$ cat src/rtl/piso_pkg.sv
`default_nettype none
// +----------------------------------------------------------------------+
// | Module      : piso_pkg                                               |
// | Description : Shared types and sizing helpers for the PISO transmitter|
// | Revision    : 1.0 - initial release                                  |
// +----------------------------------------------------------------------+
package piso_pkg;

  // Transmitter control states: idle line, or shifting a frame out.
  typedef enum logic [0:0] {
    IDLE  = 1'b0,
    SHIFT = 1'b1
  } state_e;

  // Number of serial slots per frame: the data bits plus an optional parity bit.
  function automatic int frame_len(input int width, input int parity);
    return width + ((parity != 0) ? 1 : 0);
  endfunction

  // Counter width able to index every slot 0..frame_len-1.
  function automatic int cnt_width(input int width, input int parity);
    return $clog2(frame_len(width, parity));
  endfunction

endpackage
`default_nettype wire

$ cat src/rtl/piso_tx_hold.sv
`default_nettype none
// +----------------------------------------------------------------------+
// | Module      : piso_tx_hold                                           |
// | Description : One-entry word buffer with full flag and parity that is |
// |               precomputed when the word is written                   |
// | Revision    : 1.0 - initial release                                  |
// +----------------------------------------------------------------------+
module piso_tx_hold
  import piso_pkg::*;
#(
  parameter int WIDTH = 4
) (
  input  logic             clk,
  input  logic             reset,
  input  logic             wr_en,
  input  logic [WIDTH-1:0] wr_data,
  input  logic             rd_en,
  output logic             full,
  output logic [WIDTH-1:0] rd_data,
  output logic             rd_parity
);

  logic [WIDTH-1:0] data_q, data_d;
  logic             par_q, par_d;
  logic             full_q, full_d;

  // Next-state: a write captures the word and its parity; a read empties the entry.
  // Writes only happen while empty and reads only while full, so they never collide.
  always_comb begin
    data_d = data_q;
    par_d  = par_q;
    full_d = full_q;
    if (wr_en) begin
      data_d = wr_data;
      par_d  = ^wr_data;
      full_d = 1'b1;
    end else if (rd_en) begin
      full_d = 1'b0;
    end
  end

  // Buffer registers; reset discards any held word.
  always_ff @(posedge clk) begin
    if (reset) begin
      data_q <= '0;
      par_q  <= 1'b0;
      full_q <= 1'b0;
    end else begin
      data_q <= data_d;
      par_q  <= par_d;
      full_q <= full_d;
    end
  end

  assign full      = full_q;
  assign rd_data   = data_q;
  assign rd_parity = par_q;

endmodule
`default_nettype wire

$ cat src/rtl/piso_tx.sv
`default_nettype none
// +----------------------------------------------------------------------+
// | Module      : piso_tx                                                |
// | Description : Parallel-in serial-out transmitter with valid/ready    |
// |               input, optional even parity and a one-word hold buffer |
// |               for gap-free back-to-back frames                       |
// | Revision    : 1.0 - initial release                                  |
// +----------------------------------------------------------------------+
module piso_tx
  import piso_pkg::*;
#(
  parameter int WIDTH     = 4,
  parameter int MSB_FIRST = 1,
  parameter int PARITY    = 0
) (
  input  logic             clk,
  input  logic             reset,
  input  logic [WIDTH-1:0] pi,
  input  logic             pi_valid,
  output logic             pi_ready,
  output logic             so,
  output logic             so_valid,
  output logic             last
);

  localparam int FL = frame_len(WIDTH, PARITY);
  localparam int CW = cnt_width(WIDTH, PARITY);
  localparam logic [CW-1:0] C_LAST_CNT = CW'(FL - 1);

  state_e          state_q, state_d;
  logic [FL-1:0]   sr_q, sr_d;
  logic [CW-1:0]   cnt_q, cnt_d;
  logic            so_q, so_d;
  logic            so_valid_q, so_valid_d;
  logic            last_q, last_d;

  logic             w_hold_full;
  logic [WIDTH-1:0] w_hold_data;
  logic             w_hold_par;
  logic             w_accept;
  logic             w_at_last;
  logic             w_hold_wr;
  logic             w_hold_rd;
  logic [WIDTH-1:0] w_load_data;
  logic             w_load_par;
  logic [WIDTH-1:0] w_ord;
  logic [FL-1:0]    w_frame;

  // Ready depends only on the registered full flag, never on pi_valid.
  assign pi_ready  = ~w_hold_full;
  assign w_accept  = pi_valid & ~w_hold_full;
  assign w_at_last = (state_q == SHIFT) && (cnt_q == C_LAST_CNT);

  // Mid-frame accepts park in the buffer; on the final slot the buffer is drained
  // into the shifter, otherwise a word arriving on that edge loads straight in.
  assign w_hold_wr = w_accept && (state_q == SHIFT) && !w_at_last;
  assign w_hold_rd = w_at_last && w_hold_full;

  piso_tx_hold #(
    .WIDTH (WIDTH)
  ) u_hold (
    .clk       (clk),
    .reset     (reset),
    .wr_en     (w_hold_wr),
    .wr_data   (pi),
    .rd_en     (w_hold_rd),
    .full      (w_hold_full),
    .rd_data   (w_hold_data),
    .rd_parity (w_hold_par)
  );

  // The buffer is empty whenever a direct load from pi is possible.
  assign w_load_data = w_hold_full ? w_hold_data : pi;
  assign w_load_par  = w_hold_full ? w_hold_par  : ^pi;

  // Arrange data so the first bit to transmit sits at the top of the frame.
  if (MSB_FIRST != 0) begin : g_msb_first
    assign w_ord = w_load_data;
  end else begin : g_lsb_first
    for (genvar i = 0; i < WIDTH; i++) begin : g_rev
      assign w_ord[i] = w_load_data[WIDTH-1-i];
    end
  end

  if (PARITY != 0) begin : g_parity
    assign w_frame = {w_ord, w_load_par};
  end else begin : g_no_parity
    logic w_unused_par;
    assign w_frame      = w_ord;
    assign w_unused_par = w_load_par;
  end

  // Next-state logic: load, shift one bit per cycle, and decide the end-of-frame action.
  always_comb begin
    state_d = state_q;
    sr_d    = sr_q;
    cnt_d   = cnt_q;
    so_d    = 1'b0;
    case (state_q)
      IDLE: begin
        if (w_accept) begin
          so_d    = w_frame[FL-1];
          sr_d    = {w_frame[FL-2:0], 1'b0};
          cnt_d   = '0;
          state_d = SHIFT;
        end
      end
      SHIFT: begin
        if (w_at_last) begin
          if (w_hold_full || w_accept) begin
            so_d  = w_frame[FL-1];
            sr_d  = {w_frame[FL-2:0], 1'b0};
            cnt_d = '0;
          end else begin
            state_d = IDLE;
          end
        end else begin
          so_d  = sr_q[FL-1];
          sr_d  = {sr_q[FL-2:0], 1'b0};
          cnt_d = cnt_q + CW'(1);
        end
      end
      default: state_d = IDLE;
    endcase
    so_valid_d = (state_d == SHIFT);
    last_d     = (state_d == SHIFT) && (cnt_d == C_LAST_CNT);
  end

  // State, shifter, counter and registered serial outputs; reset drops any frame in flight.
  always_ff @(posedge clk) begin
    if (reset) begin
      state_q    <= IDLE;
      sr_q       <= '0;
      cnt_q      <= '0;
      so_q       <= 1'b0;
      so_valid_q <= 1'b0;
      last_q     <= 1'b0;
    end else begin
      state_q    <= state_d;
      sr_q       <= sr_d;
      cnt_q      <= cnt_d;
      so_q       <= so_d;
      so_valid_q <= so_valid_d;
      last_q     <= last_d;
    end
  end

  assign so       = so_q;
  assign so_valid = so_valid_q;
  assign last     = last_q;

endmodule
`default_nettype wire
$ cat config.mk
export PLATFORM = sky130hd
export DESIGN_NAME = piso_tx
export DESIGN_NICKNAME = d
export VERILOG_FILES = /design/src/rtl/piso_pkg.sv /design/src/rtl/piso_tx_hold.sv /design/src/rtl/piso_tx.sv
export SDC_FILE = /design/constraint.sdc
export NUM_CORES = 1
export LEC_CHECK = 0
export BUFFER_PORTS_ARGS = -buffer_cell sky130_fd_sc_hd__buf_2
export CORE_MARGIN = 3
export CORE_UTILIZATION = 40
export CTS_BUF_LIST = sky130_fd_sc_hd__clkbuf_4 sky130_fd_sc_hd__clkbuf_8
export DETAILED_ROUTE_END_ITERATION = 6
export GPL_TIMING_DRIVEN = 0
export REMOVE_ABC_BUFFERS = 1
export SYNTH_ARGS = -nofsm -noshare
export SYNTH_HDL_FRONTEND = slang
export SYNTH_HIERARCHICAL = 1
export SYNTH_SLANG_ARGS = --single-unit
$ cat constraint.sdc
create_clock -name clk -period 2 [get_ports clk]
set_input_delay 0.5 -clock clk [delete_from_list [all_inputs] [get_ports clk]]
set_output_delay 0.5 -clock clk [all_outputs]
set_load 0.02 [all_outputs]
==> reports/qor.txt, run 1 <==
power per cell area - 804 mW/mm2
area post-placement - 644 um2
worst vdd ir - 0.427 mV
largest net degree at the start of global routing - 14
CTS resizes - 0
initial antenna violation count - 0
Vias/cell - 5.31
clock transition at the registers of the reported paths - 70 ps
WL/cell - 13.0 um
Critical Path Fanout Max - 6
Sw Ratio - 0.261
cells after synthesis - 61
Ys Warns - 6
routability cong. - 0.791
Critical Path Sink Type - register
drt pass-1 iters - 4
worst reg2reg endpoint - u_hold/rd_data[3]
worst min path class - in -> reg
internal power - 401 uW
placed wire-length estimate - 822 um
Max Freq - 577 MHz
fin nets - 81
reg2reg start - cnt_q[0]
Leak - 0.000276 uW
CTS tree - yes
mean post-synth cell area - 9.66 um2
clock root cell - clkbuf_4
total congestion overflow - 0
Die Ht - 44.4 um
later-pin clock latency in the skew report - 280 ps
Worst Hold Depth - 3
clock power share - 0.323
vias in the first global route - 426
# Post-CTS Setup Buffers - 0
Comb power frac - 0.145
die footprint - 0.00197 mm2
RSZ-0062 raised after global routing - no
Final Cycle Share - 0.867
# DRC - 0
CP Launch Type - register
die span in x - 44.4 um
via count - 462
NetSw - 141 uW
Rows - 13
Max Cap Violations - 0
Clock Path Buffers - 2
clk_skew - 1.78 ps
All-Layer GR Usage - 0.135
first-pass GRT wire length - 1.84 mm
drt total wl - 1.13 mm
worst-margin pin slew - 531 ps
Starting Density - 0.442
Finished Cell Area - 674 um2
Starting DRT DRC Count - 5
Slew Limit Fails - 0
depth of the CTS H-tree - 1
Hold Crit Start - pi[2]
Total Power - 542 uW
end of the worst hold path - u_hold/rd_data[2]
Worst Setup SP - cnt_q[0]
Max-slew headroom - 0.645
Fin. Hold Viols - 0
# setup viols final - 0
synthesis-to-finish area growth - 14.4%
Final min period - 1730 ps
core footprint - 0.00133 mm2
R2R setup slack - 270 ps
Post-CTS Hold Fix Bufs - 0
outcome - finished, final reports clean
WS Path Type - reg -> reg
layout cells sized above 1 - 0.292
CP required - 2170 ps
mapped cell area - 589 um2
Clock Sinks - 13
Arr. time, crit path - 1900 ps
cts bufs inserted - 3
R2R depth - 5
ant diodes - 0
sequential power share - 0.532
Top Ports - 11
Fin Setup TNS - 0 ps
Antenna Nets Post-Route - 0
IO buf count - 10
-- sequential cells by signal, indices dropped and copies added (netlist names) --
register / count
u_hold/rd_data: 4
sr_q: 3
cnt_q: 2
last: 1
so: 1
so_valid: 1
u_hold/full: 1
-- through the flow --
step	worst slack, ps	std cells	utilization	hold WS (ps)
after global placement	307	83	0.483	457
after global routing	99.6	87	0.506	471
after detailed placement	280	83	0.483	459
after floorplan	520	58	-	441
final	267	87	0.506	466
after CTS	271	87	0.506	466
-- worst max path at each step --
stage,endpoint,cells after the start
detailed placement,u_hold/rd_data[3],5
global route,u_hold/rd_data[3],5
floorplan,u_hold/rd_data[0],5
finish,u_hold/rd_data[3],5
global placement,u_hold/rd_data[1],5
CTS,u_hold/rd_data[3],5
-- power groups by stage --
stage / logic, uW / clock network, uW / registers (uW)
finish: 78.4 / 175 / 289
global route: 86.5 / 198 / 292
CTS: 78.8 / 181 / 289
detailed placement: 78.7 / 0 / 295
global placement: 77.7 / 0 / 295
floorplan: 50.2 / 0 / 296
-- cells in the final DEF (no fill, tap or decap), types with 2 or more instances in the layout --
master	count
dfxtp_1	13
buf_2	10
nor2_1	8
mux2i_1	6
inv_1	4
clkbuf_4	4
a21oi_1	3
o211ai_1	2
nand3_1	2
mux2_2	2
o2111ai_1	2
o31ai_1	2
o21ai_0	2
-- area by class of cell --
cell class / instances / area, um2
Sequential cell: 13 / 260
Fill cell: 138 / 659
Clock buffer: 4 / 30.0
Multi-Input combinational cell: 40 / 297
Timing Repair Buffer: 10 / 50.0
Inverter: 5 / 18.8
Tap cell: 15 / 18.8
-- layer usage --
| layer | track usage | share of wire | up-vias |
|---|---|---|---|
| li1 | - | - | 240 |
| met1 | 0.167 | 0.47 | 208 |
| met2 | 0.183 | 0.45 | 11 |
| met3 | 0.0813 | 0.075 | 3 |
| met4 | 0.0663 | 0.012 | 0 |
| met5 | 0 | 0 | - |
-- worst max-delay path: stages, from the launching register on --
cell,delay [ps]
dfxtp_1,340
ha_1,250
nand2b_1,270
nor2_1,470
mux2i_1,240
nor2_1,50
(Power assumes the default switching activity.)
==> run 2: changes to the inputs <==
--- a/config.mk
+++ b/config.mk
@@ -5,6 +5,7 @@
 export SDC_FILE = /design/constraint.sdc
 export NUM_CORES = 1
 export LEC_CHECK = 0
+export ABC_AREA = 1
 export BUFFER_PORTS_ARGS = -buffer_cell sky130_fd_sc_hd__buf_2
 export CORE_MARGIN = 3
 export CORE_UTILIZATION = 40
==> reports/qor.txt, run 2 <==
drt pass-1 iters - 4
depth of the CTS H-tree - 1
clock transition at the registers of the reported paths - 80 ps
most common cell after layout, fill and taps aside - nand2_1
mean post-synth cell area - 7.09 um2
largest net degree at the start of global routing - 10
WL/cell - 10.0 um
mapped cell area - 646 um2
All-Layer GR Usage - 0.133
placed wire-length estimate - 877 um
core footprint - 0.00140 mm2
outcome - finished, final reports clean
Antenna Nets Post-Route - 0
ant diodes - 0
Finished Cell Area - 733 um2
Ys Warns - 6
worst vdd ir - 0.503 mV
CTS tree - yes
Storage cell area - 260 um2
Final Non-Filler Cells - 119
Fillers - 142
IO buf count - 10
final worst slack - 444 ps
worst min path class - in -> reg
via count - 546
R2R depth - 6
routability cong. - 0.706
layout cells sized above 1 - 0.231
worst-margin pin slew - 550 ps
reg2reg start - cnt_q[0]
Starting DRT DRC Count - 6
Slew Limit Fails - 0
final core occ - 0.524
power per cell area - 787 mW/mm2
DP Worst Slack - 487 ps
drt total wl - 1.20 mm
Vias/cell - 4.59
cts bufs inserted - 3
Top Ports - 11
worst reg2reg endpoint - u_hold/rd_data[0]
Critical Path Fanout Max - 7
total congestion overflow - 0
# Post-CTS Setup Buffers - 0
Post-CTS Hold Fix Bufs - 0
Clock Path Buffers - 2
Fin. Hold Viols - 0
area post-placement - 703 um2
die span in x - 46.2 um
# setup viols final - 0
Final Cycle Share - 0.778
CTS resizes - 0
vias in the first global route - 445
clock root cell - clkbuf_4
later-pin clock latency in the skew report - 270 ps
Arr. time, crit path - 1060 ps
WS Path Type - reg -> out
initial antenna violation count - 0
CP Launch Type - register
cells after synthesis - 91
Starting Density - 0.462
fin nets - 113
Critical Path Sink Type - output port
number of flip-flops in the largest register - 4
CP required - 1500 ps
Max Cap Violations - 0
end of the worst hold path - u_hold/rd_data[1]
Worst Hold Depth - 3
Fin Setup TNS - 0 ps
Die Ht - 46.2 um
clk_skew - 1.84 ps
Max Freq - 643 MHz
R2R setup slack - 450 ps
Clock Sinks - 13
Rows - 13
Final min period - 1560 ps
die footprint - 0.00213 mm2
Leak - 0.000372 uW
Hold Crit Start - pi[1]
multi-input logic area - 314 um2
cell count after placement - 115
Max-slew headroom - 0.632
# DRC - 0
RSZ-0062 raised after global routing - no
first-pass GRT wire length - 1.95 mm
synthesis-to-finish area growth - 13.6%
most frequent cells in the layout - nand2_1, nor2_1, inv_1, dfxtp_1, buf_2
==> run 2: metrics by stage <==
step,power [uW],hold slack [ps]
CTS,588,462
global placement,407,467
global route,619,460
floorplan,378,452
detailed placement,409,472
finish,577,470
==> run 2: cell type report <==
cell class                 count  area share
inverter                      16      0.0819
timing repair buffer          10      0.0683
sequential                    13       0.355
multi-input combinational     61       0.428
tap                           15      0.0256
clock buffer                   4      0.0410
==> run 2: critical path, stage by stage, from the launching register on <==
cell	delay [ps]
dfxtp_1	470
inv_2	130
buf_2	180
==> run 2: worst max path at each step <==
| stage | startpoint | end | slack [ps] |
|---|---|---|---|
| finish | u_hold/full | pi_ready | 440 |
| global route | cnt_q[0] | u_hold/rd_data[1] | 270 |
| CTS | u_hold/full | pi_ready | 430 |
| detailed placement | cnt_q[0] | u_hold/rd_data[1] | 490 |
| global placement | cnt_q[0] | u_hold/rd_data[2] | 490 |
| floorplan | cnt_q[0] | u_hold/rd_data[0] | 710 |
==> run 2: where the power goes <==
part	internal [uW]	switching [uW]	total (uW)
Clock	90.9	84.4	175
Combinational	40.5	68.5	109
Sequential	280	13.3	293
==> run 2: metal layers <==
layer  vias up  global-route usage  part of all wire
met2        10               0.187              0.40
met5         -                   0                 0
li1        308                   -                 -
met3         4              0.0586             0.043
met4         0              0.0682             0.017
met1       224               0.171              0.54
==> run 3: changes to the inputs <==
==> constraint.sdc (replaced) <==
create_clock -name clk -period 1.5 [get_ports clk]
set_input_delay 0.375 -clock clk [delete_from_list [all_inputs] [get_ports clk]]
set_output_delay 0.375 -clock clk [all_outputs]
set_load 0.02 [all_outputs]
==> reports/qor.txt, run 3 (same netlist as run 2, synthesis figures left out) <==
All-Layer GR Usage - 0.137
Rows - 13
Fillers - 139
Worst Setup EP - pi_ready
most frequent cells in the layout - nand2_1, nor2_1, inv_1, dfxtp_1, buf_2
Sw Ratio - 0.290
number of flip-flops in the largest register - 4
Arr. time, crit path - 960 ps
clock power share - 0.303
area post-placement - 703 um2
Slew Limit Fails - 0
largest net degree at the start of global routing - 10
ant diodes - 0
Comb power frac - 0.192
first-pass GRT wire length - 1.97 mm
power per cell area - 1040 mW/mm2
# Post-CTS Setup Buffers - 0
R2R setup slack - 210 ps
Max-slew headroom - 0.836
drt total wl - 1.18 mm
reg2reg start - cnt_q[0]
CP Launch Type - register
layout cells sized above 1 - 0.250
via count - 543
Vias/cell - 4.56
hold_ws - 344 ps
WL/cell - 9.93 um
total congestion overflow - 0
later-pin clock latency in the skew report - 270 ps
clk_skew - 1.50 ps
synthesis-to-finish area growth - 14.9%
clock root cell - clkbuf_4
vias in the first global route - 448
CTS tree - yes
worst vdd ir - 0.672 mV
routability cong. - 0.706
worst reg2reg endpoint - u_hold/rd_data[0]
outcome - finished, final reports clean
Finished Cell Area - 742 um2
core footprint - 0.00140 mm2
Max Freq - 748 MHz
initial antenna violation count - 0
clock transition at the registers of the reported paths - 80 ps
Starting Density - 0.462
Post-CTS Hold Fix Bufs - 0
worst min path class - in -> reg
drt pass-1 iters - 3
final core occ - 0.530
CTS resizes - 1
worst-margin pin slew - 246 ps
Critical Path Fanout Max - 7
depth of the CTS H-tree - 1
Fin. Hold Viols - 0
Final Cycle Share - 0.891
# setup viols final - 0
internal power - 549 uW
Critical Path Sink Type - output port
cts bufs inserted - 3
Starting DRT DRC Count - 4
Leak - 0.000373 uW
Clock Path Buffers - 2
RSZ-0062 raised after global routing - no
Antenna Nets Post-Route - 0
Worst Setup SP - u_hold/full
Clock Sinks - 13
fin nets - 113
Die Ht - 46.2 um
WS Path Type - reg -> out
NetSw - 224 uW
most common cell after layout, fill and taps aside - nand2_1
cell count after placement - 115
IO buf count - 10
Final Non-Filler Cells - 119
sequential power share - 0.505
die footprint - 0.00213 mm2
Max Cap Violations - 0
placed wire-length estimate - 877 um
# DRC - 0
R2R depth - 6
Final min period - 1340 ps
Top Ports - 11
die span in x - 46.2 um
CP required - 1120 ps
run 3: worst min-delay path by stage:
stage                              endpoint               from  depth (start not counted)  slack (ps)
after floorplan                    so_valid              reset                          1         440
after global placement    u_hold/rd_data[2]  u_hold/rd_data[2]                          2         470
after global routing      u_hold/rd_data[3]              pi[3]                          3         330
after CTS                 u_hold/rd_data[1]              pi[1]                          3         340
final                     u_hold/rd_data[1]              pi[1]                          3         340
after detailed placement  u_hold/rd_data[2]  u_hold/rd_data[2]                          2         470
run 3: metrics by stage:
| step | power (uW) | worst slack (ps) | TNS [ps] |
|---|---|---|---|
| 4_1_cts | 785 | 56.5 | 0 |
| 2_1_floorplan | 504 | 206 | 0 |
| 3_3_place_gp | 542 | -11.6 | -22.9 |
| 6_report | 774 | 164 | 0 |
| 3_5_place_dp | 545 | -12.6 | -22.2 |
| 5_1_grt | 830 | 59.1 | 0 |
run 3: critical path, stage by stage, from the launching register on:
cell and delay, ps:
dfxtp_2 360, inv_2 140, buf_2 190
run 3: layout make-up:
cell class / instances / area (um2) / area share
Tap cell: 15 / 18.8 / 0.0253
Clock buffer: 4 / 30.0 / 0.0405
Inverter: 16 / 60.1 / 0.0809
Multi-Input combinational cell: 61 / 322 / 0.433
Sequential cell: 13 / 262 / 0.352
Timing Repair Buffer: 10 / 50.0 / 0.0675
run 3: metal layers:
| layer | wire [um] | global-route usage |
|---|---|---|
| met3 | 51 | 0.0586 |
| met1 | 640 | 0.175 |
| met4 | 20 | 0.0682 |
| met5 | 0 | 0 |
| met2 | 470 | 0.192 |
run 3: power groups by stage:
stage	Clock, uW	Combinational [uW]	Sequential, uW
final	235	148	391
after global routing	265	171	394
after CTS	245	149	390
after detailed placement	0	147	399
after global placement	0	144	398
after floorplan	0	102	402
